[config.mk]
export PLATFORM = sky130hd
export DESIGN_NAME = fetch_stage_flat
export DESIGN_NICKNAME = d
export VERILOG_FILES = /design/src/rtl/riscv_pkg.sv /design/src/rtl/fetch_stage_if.sv /design/src/rtl/fetch_fifo.sv /design/src/rtl/fetch_stage.sv /design/src/flat_wrapper.sv
export SDC_FILE = /design/constraint.sdc
export NUM_CORES = 1
export LEC_CHECK = 0
export BUFFER_PORTS_ARGS = -buffer_cell sky130_fd_sc_hd__buf_2
export CORE_ASPECT_RATIO = 0.8
export CORE_MARGIN = 5
export CORE_UTILIZATION = 53
export CTS_BUF_LIST = sky130_fd_sc_hd__clkbuf_8
export DETAILED_ROUTE_END_ITERATION = 16
export PLACE_DENSITY = 0.9
export SYNTH_ARGS = -nofsm -noshare
export SYNTH_HDL_FRONTEND = slang
export SYNTH_SLANG_ARGS = --single-unit
export TNS_END_PERCENT = 1
[constraint.sdc]
create_clock -name clk_i -period 2.15 [get_ports clk_i]
set_input_delay 0.5375 -clock clk_i [delete_from_list [all_inputs] [get_ports clk_i]]
set_output_delay 0.5375 -clock clk_i [all_outputs]
set_load 0.01 [all_outputs]
[src/rtl/riscv_pkg.sv]
// Shared RISC-V definitions: instruction classes, raw opcodes, and the fetch
// buffer entry together with its pre-decode helper.
package riscv_pkg;
  localparam int XLEN = 32;

  typedef enum logic [2:0] {R_OP, I_OP, L_OP, S_OP, B_OP, J_OP, JR_OP} opcode_t;

  localparam logic [6:0] OPC_OP     = 7'b0110011;
  localparam logic [6:0] OPC_OP_IMM = 7'b0010011;
  localparam logic [6:0] OPC_LOAD   = 7'b0000011;
  localparam logic [6:0] OPC_STORE  = 7'b0100011;
  localparam logic [6:0] OPC_BRANCH = 7'b1100011;
  localparam logic [6:0] OPC_JAL    = 7'b1101111;
  localparam logic [6:0] OPC_JALR   = 7'b1100111;

  localparam logic [31:0] NOP = 32'h0000_0013;

  typedef struct packed {
    logic [31:0]     instr;
    logic [XLEN-1:0] pc;
    opcode_t         op;
    logic            illegal;
  } fetch_entry_t;

  // Unknown opcodes fall back to I_OP so the control unit always sees a legal class.
  function automatic fetch_entry_t predecode(input logic [31:0] instr,
                                             input logic [XLEN-1:0] pc);
    fetch_entry_t e;
    e.instr   = instr;
    e.pc      = pc;
    e.op      = I_OP;
    e.illegal = 1'b0;
    case (instr[6:0])
      OPC_OP:     e.op = R_OP;
      OPC_OP_IMM: e.op = I_OP;
      OPC_LOAD:   e.op = L_OP;
      OPC_STORE:  e.op = S_OP;
      OPC_BRANCH: e.op = B_OP;
      OPC_JAL:    e.op = J_OP;
      OPC_JALR:   e.op = JR_OP;
      default:    e.illegal = 1'b1;
    endcase
    return e;
  endfunction
endpackage

[src/rtl/fetch_stage_if.sv]
// Fetch stage bus: instruction-memory handshake, redirect input and decode-side
// output. master = fetch stage, slave = memory/decode environment.
interface fetch_stage_if import riscv_pkg::*; #(parameter int XLEN = 32);
  logic            imem_req_o;
  logic [XLEN-1:0] imem_addr_o;
  logic            imem_gnt_i;
  logic            imem_rvalid_i;
  logic [31:0]     imem_rdata_i;
  logic            redirect_i;
  logic [XLEN-1:0] redirect_pc_i;
  logic            if_valid_o;
  logic            if_ready_i;
  logic [31:0]     if_instr_o;
  logic [XLEN-1:0] if_pc_o;
  opcode_t         if_op_o;
  logic            if_illegal_o;

  modport master (
    output imem_req_o, imem_addr_o, if_valid_o, if_instr_o, if_pc_o, if_op_o, if_illegal_o,
    input  imem_gnt_i, imem_rvalid_i, imem_rdata_i, redirect_i, redirect_pc_i, if_ready_i
  );
  modport slave (
    input  imem_req_o, imem_addr_o, if_valid_o, if_instr_o, if_pc_o, if_op_o, if_illegal_o,
    output imem_gnt_i, imem_rvalid_i, imem_rdata_i, redirect_i, redirect_pc_i, if_ready_i
  );
endinterface

[src/rtl/fetch_fifo.sv]
// Registered circular buffer of pre-decoded fetch entries; flush empties it
// without touching stored data.
module fetch_fifo import riscv_pkg::*; #(
  parameter int           DEPTH     = 2,
  parameter int           CW        = $clog2(DEPTH + 1),
  parameter fetch_entry_t RST_ENTRY = '0
) (
  input  logic          clk_i,
  input  logic          rst_ni,
  input  logic          push_i,
  input  logic          pop_i,
  input  logic          flush_i,
  input  fetch_entry_t  wdata_i,
  output fetch_entry_t  rdata_o,
  output logic [CW-1:0] count_o,
  output logic          empty_o,
  output logic          full_o
);
  localparam int PW = (DEPTH > 1) ? $clog2(DEPTH) : 1;

  fetch_entry_t  mem_q [DEPTH];
  logic [PW-1:0] rd_q, wr_q;
  logic [CW-1:0] cnt_q;
  logic          do_push, do_pop;

  function automatic logic [PW-1:0] inc(input logic [PW-1:0] p);
    return (p == PW'(DEPTH - 1)) ? '0 : p + 1'b1;
  endfunction

  assign empty_o = (cnt_q == '0);
  assign full_o  = (cnt_q == CW'(DEPTH));
  assign do_push = push_i && !full_o;
  assign do_pop  = pop_i && !empty_o;
  assign count_o = cnt_q;
  assign rdata_o = mem_q[rd_q];

  always_ff @(posedge clk_i or negedge rst_ni) begin
    if (!rst_ni) begin
      rd_q  <= '0;
      wr_q  <= '0;
      cnt_q <= '0;
      for (int i = 0; i < DEPTH; i++) mem_q[i] <= RST_ENTRY;
    end else if (flush_i) begin
      rd_q  <= '0;
      wr_q  <= '0;
      cnt_q <= '0;
    end else begin
      if (do_push) begin
        mem_q[wr_q] <= wdata_i;
        wr_q        <= inc(wr_q);
      end
      if (do_pop) rd_q <= inc(rd_q);
      cnt_q <= cnt_q + CW'(do_push) - CW'(do_pop);
    end
  end
endmodule

[src/rtl/fetch_stage.sv]
// Instruction fetch: credit-limited in-order word requests, response buffering
// with pre-decode, and redirect handling that drops stale in-flight responses.
module fetch_stage import riscv_pkg::*; #(
  parameter int              XLEN     = 32,
  parameter logic [XLEN-1:0] RESET_PC = '0,
  parameter int              DEPTH    = 2
) (
  input logic            clk_i,
  input logic            rst_ni,
  fetch_stage_if.master  bus
);
  localparam int CW = $clog2(DEPTH + 1);
  localparam int SW = CW + 1;
  localparam fetch_entry_t RST_ENTRY = '{instr: NOP, pc: RESET_PC, op: I_OP, illegal: 1'b0};

  logic [XLEN-1:0] pc_q, pc_d, resp_pc_q, resp_pc_d, tgt;
  logic [CW-1:0]   outst_q, outst_d, drop_q, drop_d, fifo_cnt;
  logic [SW-1:0]   used;
  logic            credit, req, grant, resp, dropping, push, pop;
  logic            fifo_empty, fifo_full;
  fetch_entry_t    head, wentry;

  assign tgt      = {bus.redirect_pc_i[XLEN-1:2], 2'b00};
  // Credit only looks at registered counts: a same-cycle pop frees nothing yet.
  assign used     = SW'(outst_q) + SW'(fifo_cnt);
  assign credit   = used < SW'(DEPTH);
  assign req      = rst_ni && credit && !bus.redirect_i;
  assign grant    = req && bus.imem_gnt_i;
  assign resp     = bus.imem_rvalid_i;
  assign dropping = (drop_q != '0);
  assign push     = resp && !dropping && !bus.redirect_i && !fifo_full;
  assign pop      = !fifo_empty && bus.if_ready_i;
  assign wentry   = predecode(bus.imem_rdata_i, resp_pc_q);

  always_comb begin
    pc_d      = pc_q;
    resp_pc_d = resp_pc_q;
    drop_d    = drop_q;
    // Stale responses still decrement outstanding, so credit returns as they drain.
    outst_d   = outst_q + CW'(grant) - CW'(resp);
    if (bus.redirect_i) begin
      pc_d      = tgt;
      resp_pc_d = tgt;
      drop_d    = outst_q - CW'(resp);
    end else begin
      if (grant)             pc_d      = pc_q + XLEN'(4);
      if (push)              resp_pc_d = resp_pc_q + XLEN'(4);
      if (resp && dropping)  drop_d    = drop_q - 1'b1;
    end
  end

  always_ff @(posedge clk_i or negedge rst_ni) begin
    if (!rst_ni) begin
      pc_q      <= RESET_PC;
      resp_pc_q <= RESET_PC;
      outst_q   <= '0;
      drop_q    <= '0;
    end else begin
      pc_q      <= pc_d;
      resp_pc_q <= resp_pc_d;
      outst_q   <= outst_d;
      drop_q    <= drop_d;
    end
  end

  fetch_fifo #(.DEPTH(DEPTH), .CW(CW), .RST_ENTRY(RST_ENTRY)) u_fifo (
    .clk_i   (clk_i),
    .rst_ni  (rst_ni),
    .push_i  (push),
    .pop_i   (pop),
    .flush_i (bus.redirect_i),
    .wdata_i (wentry),
    .rdata_o (head),
    .count_o (fifo_cnt),
    .empty_o (fifo_empty),
    .full_o  (fifo_full)
  );

  assign bus.imem_req_o   = req;
  assign bus.imem_addr_o  = pc_q;
  assign bus.if_valid_o   = !fifo_empty;
  assign bus.if_instr_o   = head.instr;
  assign bus.if_pc_o      = head.pc;
  assign bus.if_op_o      = head.op;
  assign bus.if_illegal_o = head.illegal;
endmodule
[src/flat_wrapper.sv]
// flat-port wrapper written by rule: the top's interface ports become plain ports
module fetch_stage_flat import riscv_pkg::*;
#(
  parameter int              XLEN     = 32,
  parameter logic [XLEN-1:0] RESET_PC = '0,
  parameter int              DEPTH    = 2
)
  (clk_i, rst_ni, bus_imem_req_o, bus_imem_addr_o, bus_if_valid_o, bus_if_instr_o, bus_if_pc_o, bus_if_op_o, bus_if_illegal_o, bus_imem_gnt_i, bus_imem_rvalid_i, bus_imem_rdata_i, bus_redirect_i, bus_redirect_pc_i, bus_if_ready_i);
  fetch_stage_if #(.XLEN(XLEN)) bus_i ();
  input logic clk_i;
  input logic rst_ni;
  output wire logic [$bits(bus_i.imem_req_o)-1:0] bus_imem_req_o;
  output wire logic [$bits(bus_i.imem_addr_o)-1:0] bus_imem_addr_o;
  output wire logic [$bits(bus_i.if_valid_o)-1:0] bus_if_valid_o;
  output wire logic [$bits(bus_i.if_instr_o)-1:0] bus_if_instr_o;
  output wire logic [$bits(bus_i.if_pc_o)-1:0] bus_if_pc_o;
  output wire logic [$bits(bus_i.if_op_o)-1:0] bus_if_op_o;
  output wire logic [$bits(bus_i.if_illegal_o)-1:0] bus_if_illegal_o;
  input wire logic [$bits(bus_i.imem_gnt_i)-1:0] bus_imem_gnt_i;
  input wire logic [$bits(bus_i.imem_rvalid_i)-1:0] bus_imem_rvalid_i;
  input wire logic [$bits(bus_i.imem_rdata_i)-1:0] bus_imem_rdata_i;
  input wire logic [$bits(bus_i.redirect_i)-1:0] bus_redirect_i;
  input wire logic [$bits(bus_i.redirect_pc_i)-1:0] bus_redirect_pc_i;
  input wire logic [$bits(bus_i.if_ready_i)-1:0] bus_if_ready_i;
  assign bus_imem_req_o = bus_i.imem_req_o;
  assign bus_imem_addr_o = bus_i.imem_addr_o;
  assign bus_if_valid_o = bus_i.if_valid_o;
  assign bus_if_instr_o = bus_i.if_instr_o;
  assign bus_if_pc_o = bus_i.if_pc_o;
  assign bus_if_op_o = bus_i.if_op_o;
  assign bus_if_illegal_o = bus_i.if_illegal_o;
  assign bus_i.imem_gnt_i = bus_imem_gnt_i;
  assign bus_i.imem_rvalid_i = bus_imem_rvalid_i;
  assign bus_i.imem_rdata_i = bus_imem_rdata_i;
  assign bus_i.redirect_i = bus_redirect_i;
  assign bus_i.redirect_pc_i = bus_redirect_pc_i;
  assign bus_i.if_ready_i = bus_if_ready_i;
  fetch_stage #(.XLEN(XLEN), .RESET_PC(RESET_PC), .DEPTH(DEPTH)) u_core (.clk_i(clk_i), .rst_ni(rst_ni), .bus(bus_i));
endmodule
==> Word-level counts from Yosys, hierarchy flattened <==
Index checks and enable logic that the tools add are counted.
{ "totals": {"rom_bits": 0, "reg_bits": 208, "out_inout_bits": 102, "inputBits": 70, "mem_bits_rw": 0, "wordCells": 86, "latchBits": 0, "n_memories": 0} }
{ "classes": {"bitwise_logic": 3, "addsub": 11, "reduce_logical": 24, "n_div": 0, "magnitude_cmp": 4, "eq_ne": 8, "shifts": 0, "muxes": 21, "multipliers": 0} }
{ "op_table": {"columns": ["op", "n"], "rows": [
  ["2-to-1 mux 68 bit", 4],
  ["bitwise mux 136 bit", 1],
  ["2-to-1 mux 32 bit", 4],
  ["demux 68 bit (select 1 bit)", 1],
  ["adder 32 x 3 -> 32 bit (second input constant)", 2],
  ["equality test 7 bit (second input constant)", 3],
  ["case mux 3 bit (6 select lines)", 1],
  ["equality test 7 x 6 -> 1 bit (second input constant)", 2],
  ["nonzero test 2 bit", 6],
  ["logical AND 1 bit", 11],
  ["equality test 7 x 2 -> 1 bit (second input constant)", 1],
  ["equality test 7 x 5 -> 1 bit (second input constant)", 1],
  ["2-to-1 mux 1 bit", 7],
  ["OR reduction 7 bit", 1],
  ["2-to-1 mux 2 bit", 3],
  ["subtractor 2 x 1 -> 2 bit", 3],
  ["adder 2 x 1 -> 2 bit", 2],
  ["greater-or-equal comparator 2 bit (second input constant)", 2],
  ["logical NOT 1 bit", 4],
  ["NOT 1 -> 2 bit", 2],
  ["adder 2 x 2 -> 3 bit", 1],
  ["< comparator 3 x 2 -> 1 bit (second input constant)", 1],
  ["adder 1 bit (second input constant)", 2],
  ["equality test 2 bit (second input constant)", 1],
  ["other kinds (5)", 5]
]} }

==> Longest topological paths before layout <==
Gate-level depths: netlist of the first run.
{ "logic_depth": {"depth_word": 9, "ltp_mapped": 9, "ltp_nobuf": 9} }

==> Cells and area by module <==
Synthesis of the first run repeated with hierarchy kept, for this count alone.
{ "hier_totals": {"cells_unflattened": 837, "hier_area_um2": 10105.9} }
{ "modules_own_cells": {"columns": ["module", "cells_per_inst", "n_inst", "area_each_um2", "seq_area_each_um2"], "rows": [
  ["fetch_fifo", 387, 1, 6072.1, 3513.4],
  ["fetch_stage", 450, 1, 4033.9, 1601.5]
]} }

==> Worst setup path before layout of the first run <==
No wires, ideal clock.
{ "synth_path": {"path_kind": "flip-flop to flip-flop", "startpoint": "reg u_core.u_fifo.cnt_q[0] (netlist: u_core.u_fifo.count_o[0])", "endpoint": "reg u_core.pc_q[7] (netlist: u_core.bus.imem_addr_o[7])", "period_less_slack_ps": 2435, "arrival_ps": 2348, "required_ps": 2063, "setup_slack_ps": -285, "stages_incl_launch_ff": 8, "path_buffers": 0, "cell_sequence": "dfrtp_1 -> and2_1 -> fa_1 -> nor4b_4 -> nand2_2 -> or2_1 -> or3_1 -> o211ai_1"} }
{ "synth_via": {"elab_chain_len": 6} }
{ "synth_lines": {"columns": ["item", "line", "text"], "rows": [
  ["from (decl)", "fetch_fifo.sv:23", "logic [CW-1:0] cnt_q;"],
  ["from (signal assigned)", "fetch_fifo.sv:53", "cnt_q <= cnt_q + CW'(do_push) - CW'(do_pop);"],
  ["adder 2 x 2 -> 3 bit", "fetch_stage.sv:25", "assign used = SW'(outst_q) + SW'(fifo_cnt);"],
  ["< comparator 3 x 2 -> 1 bit", "fetch_stage.sv:26", "assign credit = used < SW'(DEPTH);"],
  ["logical AND 1 bit (2 in a row)", "fetch_stage.sv:27", "assign req = rst_ni && credit && !bus.redirect_i;"],
  ["via bus_imem_req_o", "flat_wrapper.sv:12", "output wire logic [$bits(bus_i.imem_req_o)-1:0] bus_imem_req_o;"],
  ["logical AND 1 bit", "fetch_stage.sv:28", "assign grant = req && bus.imem_gnt_i;"],
  ["nonzero test 2 bit (no line)", null, null],
  ["to (signal assigned)", "fetch_stage.sv:59", "pc_q <= pc_d;"],
  ["to (decl)", "fetch_stage.sv:16", "logic [XLEN-1:0] pc_q, pc_d, resp_pc_q, resp_pc_d, tgt;"]
]} }
The timed path passes the listed nets, and every way through them passes these cells.
A chain may end at the register's enable or synchronous reset.

==> Worst setup path after layout of the first run <==
{ "layout_path": {"startpoint": "reg u_core.u_fifo.cnt_q[0] (netlist: u_core.u_fifo.count_o[0])", "endpoint": "out bus_imem_req_o"} }
{ "layout_via": {"elab_chain_len": 4} }
{ "layout_lines": {"columns": ["item", "line"], "rows": [
  ["adder 2 x 2 -> 3 bit", "fetch_stage.sv:25"],
  ["< comparator 3 x 2 -> 1 bit", "fetch_stage.sv:26"],
  ["logical AND 1 bit (2 in a row)", "fetch_stage.sv:27"],
  ["to (decl)", "flat_wrapper.sv:12"]
]} }
No other way between the ends.

==> summary.txt, run 1 <==
CORE AREA = 0.0181 mm^2
clock sink count = 200
Post-DP HPWL = 17600 um
drt total wl = 25500 um
# diodes = 0
CTS max path bufs = 2
largest net degree at the start of global routing = 124
yosys warns = 0
# rows = 44
share of cells above drive strength 1 = 28.5%
total CTS buffers = 17
via count = 8348
drt via density = 5.69
clk slew on worst S/H paths = 0.09 ns
largest family of logic cells by synthesized area = simple AND/OR/NAND/NOR gates
Pins Over Slew Limit = 0
minimum clock period = 2.57 ns
Max VDD drop = 0.476 mV
design area = 0.0116 mm^2
mux share of post-synthesis cell area = 7.94%
Max Cap Viol = 0
Hold Buf Count CTS = 0
Buffers on Ports = 165
Slew HR = 54.4%
Final Hold Fails = 0
static leakage = 0.00576 uW
Antenna Nets Post-Route = 0
die area = 0.0212 mm^2
P per Cell Area = 1160 mW/mm^2
Routability Congestion = 0.925
dominant synthesized flop cell = dfrtp_1
WHS = 0.174 ns
grt met1 use = 35.7%
complex-gate fraction of the synthesized area = 6.72%
Post-Synth Adder-Cell Area = 1.10%
slowest stage delay, CP = 0.49 ns
cell-internal power = 8480 uW
dpl cells = 1432
Worst R2R Start = u_core.u_fifo.count_o[0]
RSZ-0062 raised after global routing = yes
pre-CTS WS = -0.222 ns
CP arrival = 2.03 ns
Tcrit/Tclk final = 120%
grt met3 use = 5.17%
initial antenna violation count = 0
first-pass GRT wire length = 42100 um
CP Class = reg -> out
Seq pwr share = 43.9%
fin worst setup slack = -0.422 ns
switch share = 36.6%
Yosys reg bits = 200
average size of a mapped cell = 9.19 um^2
DR pass1 iterations = 7
Layout area overhead = 18.6%
Filler cells = 1372
per-cell routed wire length = 17.4 um
Mapped Cells = 1060
Comb power frac = 37.3%
vias in the first global route = 8263
Clk pwr share = 18.8%
required time of the critical path = 1.61 ns
Overflow after GRT = 0
worst-skew pair later-pin latency = 0.47 ns
Non-Filler Instances = 1466
Nets = 1301
setup violators final = 71
total negative slack = -6.94 ns
R2R depth = 8
CP top delay family = adder cells
DR iter-0 viols = 919
Sw Pwr = 4900 uW
M2 GR Usage = 36.3%
H-tree levels = 4
Final Skew = 0.0141 ns
Post-synth EDFFs = 0
failing checks = negative setup slack
worst reg2reg endpoint = u_core.bus.imem_addr_o[7]
post-synthesis simple-gate area fraction = 25.8%
most used routing layer = met2
num ports = 172
placed cell area = 0.0110 mm^2
worst path cell trace = and2_4 -> fa_1 -> nor4b_4 -> buf_4 -> buf_6
critical path startpoint category = flip-flop
Min-Delay Path Class = in -> async
starting density of the core = 53.8%
worst-path fanout max = 2
fmax = 389 MHz
Root Driver = clkbuf_8
Yosys cell types = 60
Crit. End Element = output port
Least-Margin Pin Slew = 0.684 ns
async set or reset register ratio after synthesis = 100%
Buf/Inv on CP = 2
status = finished with violations
GRT Util Overall = 24.1%
Chip Height = 131 um
CTS tree = built
area of the multi-input gates = 0.00451 mm^2
Max stage delay cell, worst path = fa_1
DRC errors left = 0
setup slack, reg-to-reg = -0.17 ns
XOR/XNOR Fraction of Synth Area = 3.33%
FF/Latch Area = 0.00502 mm^2
Die W = 162 um
Seq/Total Area, Yosys = 51.5%
netlist area before placement = 0.00974 mm^2
==> stage by stage <==
stage	total power, uW	util (%)
global placement	10500	60.6
detailed placement	10800	60.6
floorplan	8800	-
finish	13400	63.8
global route	14300	63.8
CTS	13400	63.4
==> kinds of logic after synthesis <==
logic type | count (synthesis)
AOI/OAI and AO/OA | 106
adders and majority gates | 8
DFF | 200
muxes | 69
xor gates and xnor gates | 37
buffers and inverters | 76
other | 1
and+or+nand+nor | 563
==> power by group through the flow <==
stage	sequential (uW)	combinational [uW]	clock (uW)
3_5_place_dp	5930	4850	0
5_1_grt	6040	5510	2730
6_report	5880	4990	2510
4_1_cts	5850	4970	2560
3_3_place_gp	5830	4690	0
2_1_floorplan	5730	3070	0
==> area by class of cell <==
type	instances	share of cell area [%]
clock inverter	13	1.39
tap	230	2.49
timing repair buffer	201	10.8
sequential	200	43.4
multi-input combinational	787	39.0
clock buffer	19	2.26
inverter	16	0.628
==> Yosys cell counts (4+ instances only) <==
cell | instances | area share [%]
nor4_2 | 10 | 1.3
inv_1 | 15 | 0.58
nor3_1 | 6 | 0.31
dfrtp_1 | 192 | 49
o311ai_0 | 10 | 0.90
ha_1 | 7 | 0.90
or3_1 | 5 | 0.32
nor2_1 | 22 | 0.85
o21ai_1 | 16 | 0.82
nor4_1 | 7 | 0.45
o21ai_0 | 42 | 2.2
and3_1 | 9 | 0.58
buf_4 | 5 | 0.39
clkbuf_1 | 37 | 1.4
and4_1 | 4 | 0.36
dfstp_2 | 8 | 2.2
nand3_1 | 25 | 1.3
buf_1 | 5 | 0.19
nand2_1 | 433 | 17
xor2_1 | 10 | 0.90
nand4_1 | 13 | 0.83
mux2_2 | 66 | 7.6
a21oi_1 | 9 | 0.46
and2_1 | 4 | 0.26
xnor2_1 | 27 | 2.4
buf_6 | 4 | 0.46
o211ai_1 | 15 | 1.2
buf_2 | 9 | 0.46
==> state kept, by name (all words and copies together) (netlist names) <==
| name | cells |
|---|---|
| u_core.drop_q | 2 |
| u_core.u_fifo.mem_q | 132 |
| u_core.outst_q | 2 |
| u_core.bus.imem_addr_o | 30 |
| u_core.resp_pc_q | 30 |
| u_core.u_fifo.count_o | 2 |
| u_core.u_fifo.wr_q | 1 |
| u_core.u_fifo.rd_q | 1 |
==> worst reg2reg max path: cells and delay by family (launching register included) <==
family	cells	cell delay, ns
and+or+nand+nor	5	1.09
adders and majority gates	1	0.49
DFF	1	0.39
buffers and inverters	1	0.19
AOI/OAI and AO/OA	1	0.08
==> metal layers <==
| metal | share of wire (%) | vias up | wire (um) |
|---|---|---|---|
| li1 | - | 3842 | - |
| met2 | 46 | 438 | 11700 |
| met3 | 9.6 | 34 | 2460 |
| met5 | 0 | - | 0 |
| met1 | 43 | 4034 | 11000 |
| met4 | 1.4 | 0 | 353 |
==> repair_timing <==
action / 4_1_cts / 5_1_grt
gates resized for setup: 23 / 19
endpoints found under the setup margin: 99 / 151
hold endpoints to repair: 0 / 0
buffers inserted: 2 / 0
pin swaps: 11 / 8
==> cell usage in the layout (no fill, tap or decap), types with 8 or more instances in the layout <==
cell type    n
and3_1       9
clkbuf_8    20
o21ai_0     34
buf_12       9
o211ai_1    15
dfstp_2      8
xor2_1      10
nor2_1      19
nand2_1    432
buf_2      162
mux2_2      65
xnor2_1     27
o21ai_1     24
nand4_1     13
nand3_1     24
o311ai_1    10
a21oi_1      8
nor4_2      12
dfrtp_1    191
inv_1       15
buf_4       23
==> worst max-delay path by stage <==
stage,start,end,depth (start not counted)
final,u_core.u_fifo.count_o[0],bus_imem_req_o,5
after CTS,u_core.u_fifo.count_o[0],bus_imem_req_o,5
after detailed placement,u_core.outst_q[0],u_core.bus.imem_addr_o[19],8
after global routing,u_core.u_fifo.count_o[0],bus_imem_req_o,5
after floorplan,u_core.u_fifo.count_o[0],u_core.bus.imem_addr_o[7],7
after global placement,u_core.outst_q[0],u_core.bus.imem_addr_o[19],8
Note: power is estimated with default switching activity, not from simulation.
==> inputs of run 2 (changes only) <==
--- a/config.mk
+++ b/config.mk
@@ -8,10 +8,10 @@
 export BUFFER_PORTS_ARGS = -buffer_cell sky130_fd_sc_hd__buf_2
 export CORE_ASPECT_RATIO = 0.8
 export CORE_MARGIN = 5
-export CORE_UTILIZATION = 53
+export CORE_UTILIZATION = 40
 export CTS_BUF_LIST = sky130_fd_sc_hd__clkbuf_8
 export DETAILED_ROUTE_END_ITERATION = 16
-export PLACE_DENSITY = 0.9
+export PLACE_DENSITY = 0.74
 export SYNTH_ARGS = -nofsm -noshare
 export SYNTH_HDL_FRONTEND = slang
 export SYNTH_SLANG_ARGS = --single-unit
==> summary.txt, run 2 (same netlist as run 1, synthesis figures left out) <==
DR iter-0 viols = 616
largest net degree at the start of global routing = 157
Root Driver = clkbuf_8
CORE AREA = 0.0242 mm^2
design area = 0.0117 mm^2
status = finished with violations
drt via density = 5.23
share of cells above drive strength 1 = 29.5%
Seq pwr share = 43.6%
DR pass1 iterations = 5
# rows = 51
CP Class = reg -> out
Comb power frac = 37.8%
Antenna Nets Post-Route = 0
die area = 0.0276 mm^2
placed cell area = 0.0112 mm^2
failing checks = negative setup slack
dpl cells = 1529
Slew HR = 41.1%
commonest non-fill, non-tap cells in the layout = 432 x nand2_1, 191 x dfrtp_1, 161 x buf_2, 63 x mux2_2, 34 x buf_4
Nets = 1311
Clk pwr share = 18.6%
Sw Pwr = 4930 uW
total CTS buffers = 17
drt total wl = 26300 um
Max VDD drop = 0.476 mV
Final Hold Fails = 0
Filler cells = 2294
starting density of the core = 40.3%
WHS = 0.237 ns
first-pass GRT wire length = 42900 um
via count = 8192
CTS max path bufs = 2
vias in the first global route = 8266
Biggest register = u_core.u_fifo.mem_q
Crit. End Element = output port
static leakage = 0.00579 uW
fin worst setup slack = -0.407 ns
fmax = 391 MHz
area of the multi-input gates = 0.00452 mm^2
switch share = 36.8%
minimum clock period = 2.56 ns
worst-path fanout max = 2
initial antenna violation count = 0
RSZ-0062 raised after global routing = yes
CTS tree = built
Routability Congestion = 0.871
worst-skew pair later-pin latency = 0.48 ns
P per Cell Area = 1140 mW/mm^2
H-tree levels = 4
setup violators final = 74
CP arrival = 2.02 ns
Post-DP HPWL = 18100 um
num ports = 172
pre-CTS WS = -0.192 ns
GRT Util Overall = 19.3%
cell-internal power = 8480 uW
Min-Delay Path Class = in -> async
Chip Height = 150 um
Layout area overhead = 20.5%
Overflow after GRT = 0
Max Cap Viol = 0
clk slew on worst S/H paths = 0.11 ns
Final Skew = 0.0158 ns
DRC errors left = 0
clock sink count = 200
Least-Margin Pin Slew = 0.884 ns
Die W = 184 um
FF/Latch Area = 0.00502 mm^2
Tcrit/Tclk final = 119%
per-cell routed wire length = 16.8 um
Buffers on Ports = 165
Non-Filler Instances = 1565
required time of the critical path = 1.61 ns
critical path startpoint category = flip-flop
number of flip-flops under the largest register name = 132
commonest non-fill, non-tap cell in the layout = nand2_1
Pins Over Slew Limit = 0
-- run 2: cell type report --
class | count | area share [%]
well taps | 318 | 3.39
clock buffers | 17 | 1.99
multi-input cells | 787 | 38.5
repair buffers | 211 | 11.3
diodes | 1 | 0.0213
inverters | 16 | 0.618
clock inverters | 15 | 1.45
flip-flops and latches | 200 | 42.7
-- run 2: critical path, cell delays in order, from the launching register on --
cell     delay, ns
dfrtp_1       0.40
and2_4        0.16
fa_2          0.46
nor4b_4       0.25
buf_4         0.17
buf_6         0.10
-- run 2: per-layer routing --
metal  global-route usage, %  vias up  wire, um
met1                    28.6     3939     12300
li1                        -     3859         -
met4                    4.36        0       279
met3                    5.13       26      2490
met5                       0        -         0
met2                    28.6      368     11300
-- run 2: path summary, 6_finish.rpt --
kind / from / endpoint / slack (ns) / depth (start not counted)
worst max-delay path: u_core.outst_q[0] / bus_imem_req_o / -0.41 / 5
worst min-delay path: rst_ni / u_core.outst_q[1] / 0.24 / 2
worst max register to register: u_core.outst_q[0] / u_core.bus.imem_addr_o[7] / -0.12 / 8
worst min register to register: u_core.u_fifo.mem_q[37] / u_core.u_fifo.mem_q[37] / 0.47 / 2
max in group asynchronous: rst_ni / u_core.u_fifo.mem_q[110] / 1.21 / 2
min in group clk_i: bus_imem_rdata_i[1] / u_core.u_fifo.mem_q[105] / 0.26 / 3
-- run 2: through the flow --
step / total power (uW) / util [%] / setup TNS (ns)
finish: 13400 / 48.5 / -5.61
global route: 14400 / 48.5 / -12.96
CTS: 13500 / 48.3 / -7.84
detailed placement: 10800 / 46.1 / -3.93
global placement: 10700 / 46.1 / -2.25
floorplan: 8800 / - / -3.41
-- run 2: repair_timing --
| action | in CTS | in global routing |
|---|---|---|
| hold buffers | 0 | 0 |
| setup buffers | 3 | 0 |
| pin swaps | 9 | 12 |
| endpoints found under the setup margin | 98 | 162 |
| gates resized for setup | 32 | 18 |
-- run 2: power groups by stage --
stage / clock network (uW) / registers [uW] / logic, uW
2_1_floorplan: 0 / 5730 / 3070
3_3_place_gp: 0 / 5820 / 4830
3_5_place_dp: 0 / 5900 / 4940
4_1_cts: 2560 / 5830 / 5110
5_1_grt: 2710 / 6020 / 5640
6_report: 2490 / 5840 / 5070
==> inputs of run 3 (changes only) <==
--- a/config.mk
+++ b/config.mk
@@ -5,13 +5,15 @@
 export SDC_FILE = /design/constraint.sdc
 export NUM_CORES = 1
 export LEC_CHECK = 0
+export ABC_AREA = 1
 export BUFFER_PORTS_ARGS = -buffer_cell sky130_fd_sc_hd__buf_2
 export CORE_ASPECT_RATIO = 0.8
 export CORE_MARGIN = 5
 export CORE_UTILIZATION = 40
 export CTS_BUF_LIST = sky130_fd_sc_hd__clkbuf_8
 export DETAILED_ROUTE_END_ITERATION = 16
-export PLACE_DENSITY = 0.74
+export PLACE_DENSITY = 0.73
+export SKIP_CTS_REPAIR_TIMING = 1
 export SYNTH_ARGS = -nofsm -noshare
 export SYNTH_HDL_FRONTEND = slang
 export SYNTH_SLANG_ARGS = --single-unit
==> summary.txt, run 3 <==
per-cell routed wire length = 14.6 um
pre-CTS WS = 0.0802 ns
total negative slack = -0.188 ns
Final Hold Fails = 0
Layout area overhead = 16.2%
Yosys cell types = 38
largest net degree at the start of global routing = 73
Tcrit/Tclk final = 109%
Nets = 1630
H-tree levels = 4
CTS max path bufs = 2
vias in the first global route = 8911
Crit. End Element = output port
via count = 9484
area of the multi-input gates = 0.00463 mm^2
Filler cells = 2644
clock sink count = 200
Final Util = 46.8%
first-pass GRT wire length = 45600 um
FF/Latch Area = 0.00502 mm^2
Least-Margin Pin Slew = 0.519 ns
# diodes = 0
Post-synth EDFFs = 0
setup violators final = 1
CORE AREA = 0.0261 mm^2
yosys warns = 0
number of flip-flops under the largest register name = 132
DRC errors left = 0
netlist area before placement = 0.0105 mm^2
Yosys reg bits = 200
worst-path fanout max = 2
Max VDD drop = 0.665 mV
Synth area leaders = dfrtp_1 46%, nand2_1 21%, o21ai_0 4.9%
DR iter-0 viols = 841
Mapped Cells = 1398
Antenna Nets Post-Route = 0
Chip Height = 155 um
Yosys top cell area share = 45.6%
CP Class = reg -> out
most frequent cell after synthesis = nand2_1
Final Skew = 0.0148 ns
P per Cell Area = 1130 mW/mm^2
DR pass1 iterations = 5
starting density of the core = 40.3%
commonest non-fill, non-tap cell in the layout = nand2_1
RSZ-0062 raised after global routing = yes
Buffers on Ports = 165
static leakage = 0.00633 uW
failing checks = negative setup slack
Seq/Total Area, Yosys = 47.6%
num ports = 172
Root Driver = clkbuf_8
worst-skew pair later-pin latency = 0.47 ns
commonest non-fill, non-tap cells in the layout = 577 x nand2_1, 190 x dfrtp_1, 157 x buf_2, 135 x inv_1, 101 x o21ai_0
fmax = 428 MHz
initial antenna violation count = 0
CTS tree = built
async set or reset register ratio after synthesis = 100%
Biggest register = u_core.u_fifo.mem_q
GRT Util Overall = 18.9%
Routability Congestion = 0.940
status = finished with violations
# rows = 53
Post-DP HPWL = 20500 um
minimum clock period = 2.34 ns
clk slew on worst S/H paths = 0.10 ns
critical path startpoint category = flip-flop
dominant synthesized flop cell = dfrtp_1
Overflow after GRT = 0
share of cells above drive strength 1 = 18.7%
drt via density = 4.94
Slew HR = 65.4%
post-synth top area cell = dfrtp_1
Die W = 191 um
die area = 0.0297 mm^2
Min-Delay Path Class = in -> reg
average size of a mapped cell = 7.53 um^2
CP arrival = 1.80 ns
Max Cap Viol = 0
drt total wl = 28100 um
required time of the critical path = 1.61 ns
Pins Over Slew Limit = 0
fin worst setup slack = -0.188 ns
top cells by count, synth = 579 x nand2_1, 192 x dfrtp_1, 136 x inv_1
total CTS buffers = 17
-- run 3: through the flow --
step	power, uW	area, um^2	instances	hold slack (ns)
5_1_grt	14900	12200	1921	0.277
6_report	13800	12200	1921	0.309
3_3_place_gp	11200	11800	1887	0.370
4_1_cts	13900	12200	1918	-0.159
2_1_floorplan	9260	10500	1401	0.242
3_5_place_dp	11400	11800	1887	0.371
-- run 3: path summary, 6_finish.rpt --
kind / to / depth (start not counted) / slack [ns] / from
worst max-delay path: bus_imem_req_o / 7 / -0.19 / u_core.u_fifo.count_o[0]
worst min-delay path: u_core.u_fifo.mem_q[36] / 3 / 0.31 / bus_imem_rdata_i[0]
worst max register to register: u_core.bus.imem_addr_o[22] / 10 / 0.17 / u_core.u_fifo.count_o[0]
worst min register to register: u_core.u_fifo.mem_q[1] / 2 / 0.47 / u_core.u_fifo.mem_q[1]
max in group asynchronous: u_core.resp_pc_q[16] / 4 / 0.53 / rst_ni
min in group asynchronous: u_core.outst_q[0] / 2 / 0.46 / rst_ni
-- run 3: area by class of cell --
class	count	share of cell area, %
clock buffers	20	2.25
clock inverters	11	1.01
inverters	140	4.33
multi-input cells	1000	37.9
flip-flops and latches	200	41.0
well taps	357	3.65
repair buffers	193	9.85
-- run 3: logic make-up (layout without fill, tap and decap cells) --
group | count (synthesis) | after routing | share of synthesized area [%]
XOR/XNOR | 23 | 23 | 1.91
other | 1 | 4 | 0.0356
AO/OA/AOI/OAI | 198 | 198 | 11.4
adder cells (fa/ha/maj) | 8 | 8 | 1.02
flip-flops | 200 | 200 | 47.6
buffers and inverters | 201 | 364 | 8.51
AND/OR/NAND/NOR | 767 | 767 | 29.5
-- run 3: power breakdown --
group	internal, uW	switching (uW)	leakage [uW]	total, uW
Clock	1120	1330	0.000202	2460
Sequential	5160	923	0.00253	6090
Combinational	2080	3210	0.00360	5290
Total	8360	5470	0.00633	13800
-- run 3: worst max-delay path: stages, from the launching register on --
cell     delay (ns)
dfrtp_1        0.39
nand2_1        0.07
inv_1          0.05
fa_1           0.44
nor2_2         0.11
nand2_1        0.06
nor2_1         0.08
buf_2          0.14
-- run 3: layer usage --
| layer | global-route usage (%) | wire length [um] | up-vias |
|---|---|---|---|
| met4 | 4.96 | 451 | 0 |
| li1 | - | - | 4672 |
| met1 | 27.3 | 13500 | 4467 |
| met5 | 0 | 0 | - |
| met2 | 29.5 | 12500 | 312 |
| met3 | 3.34 | 1710 | 33 |
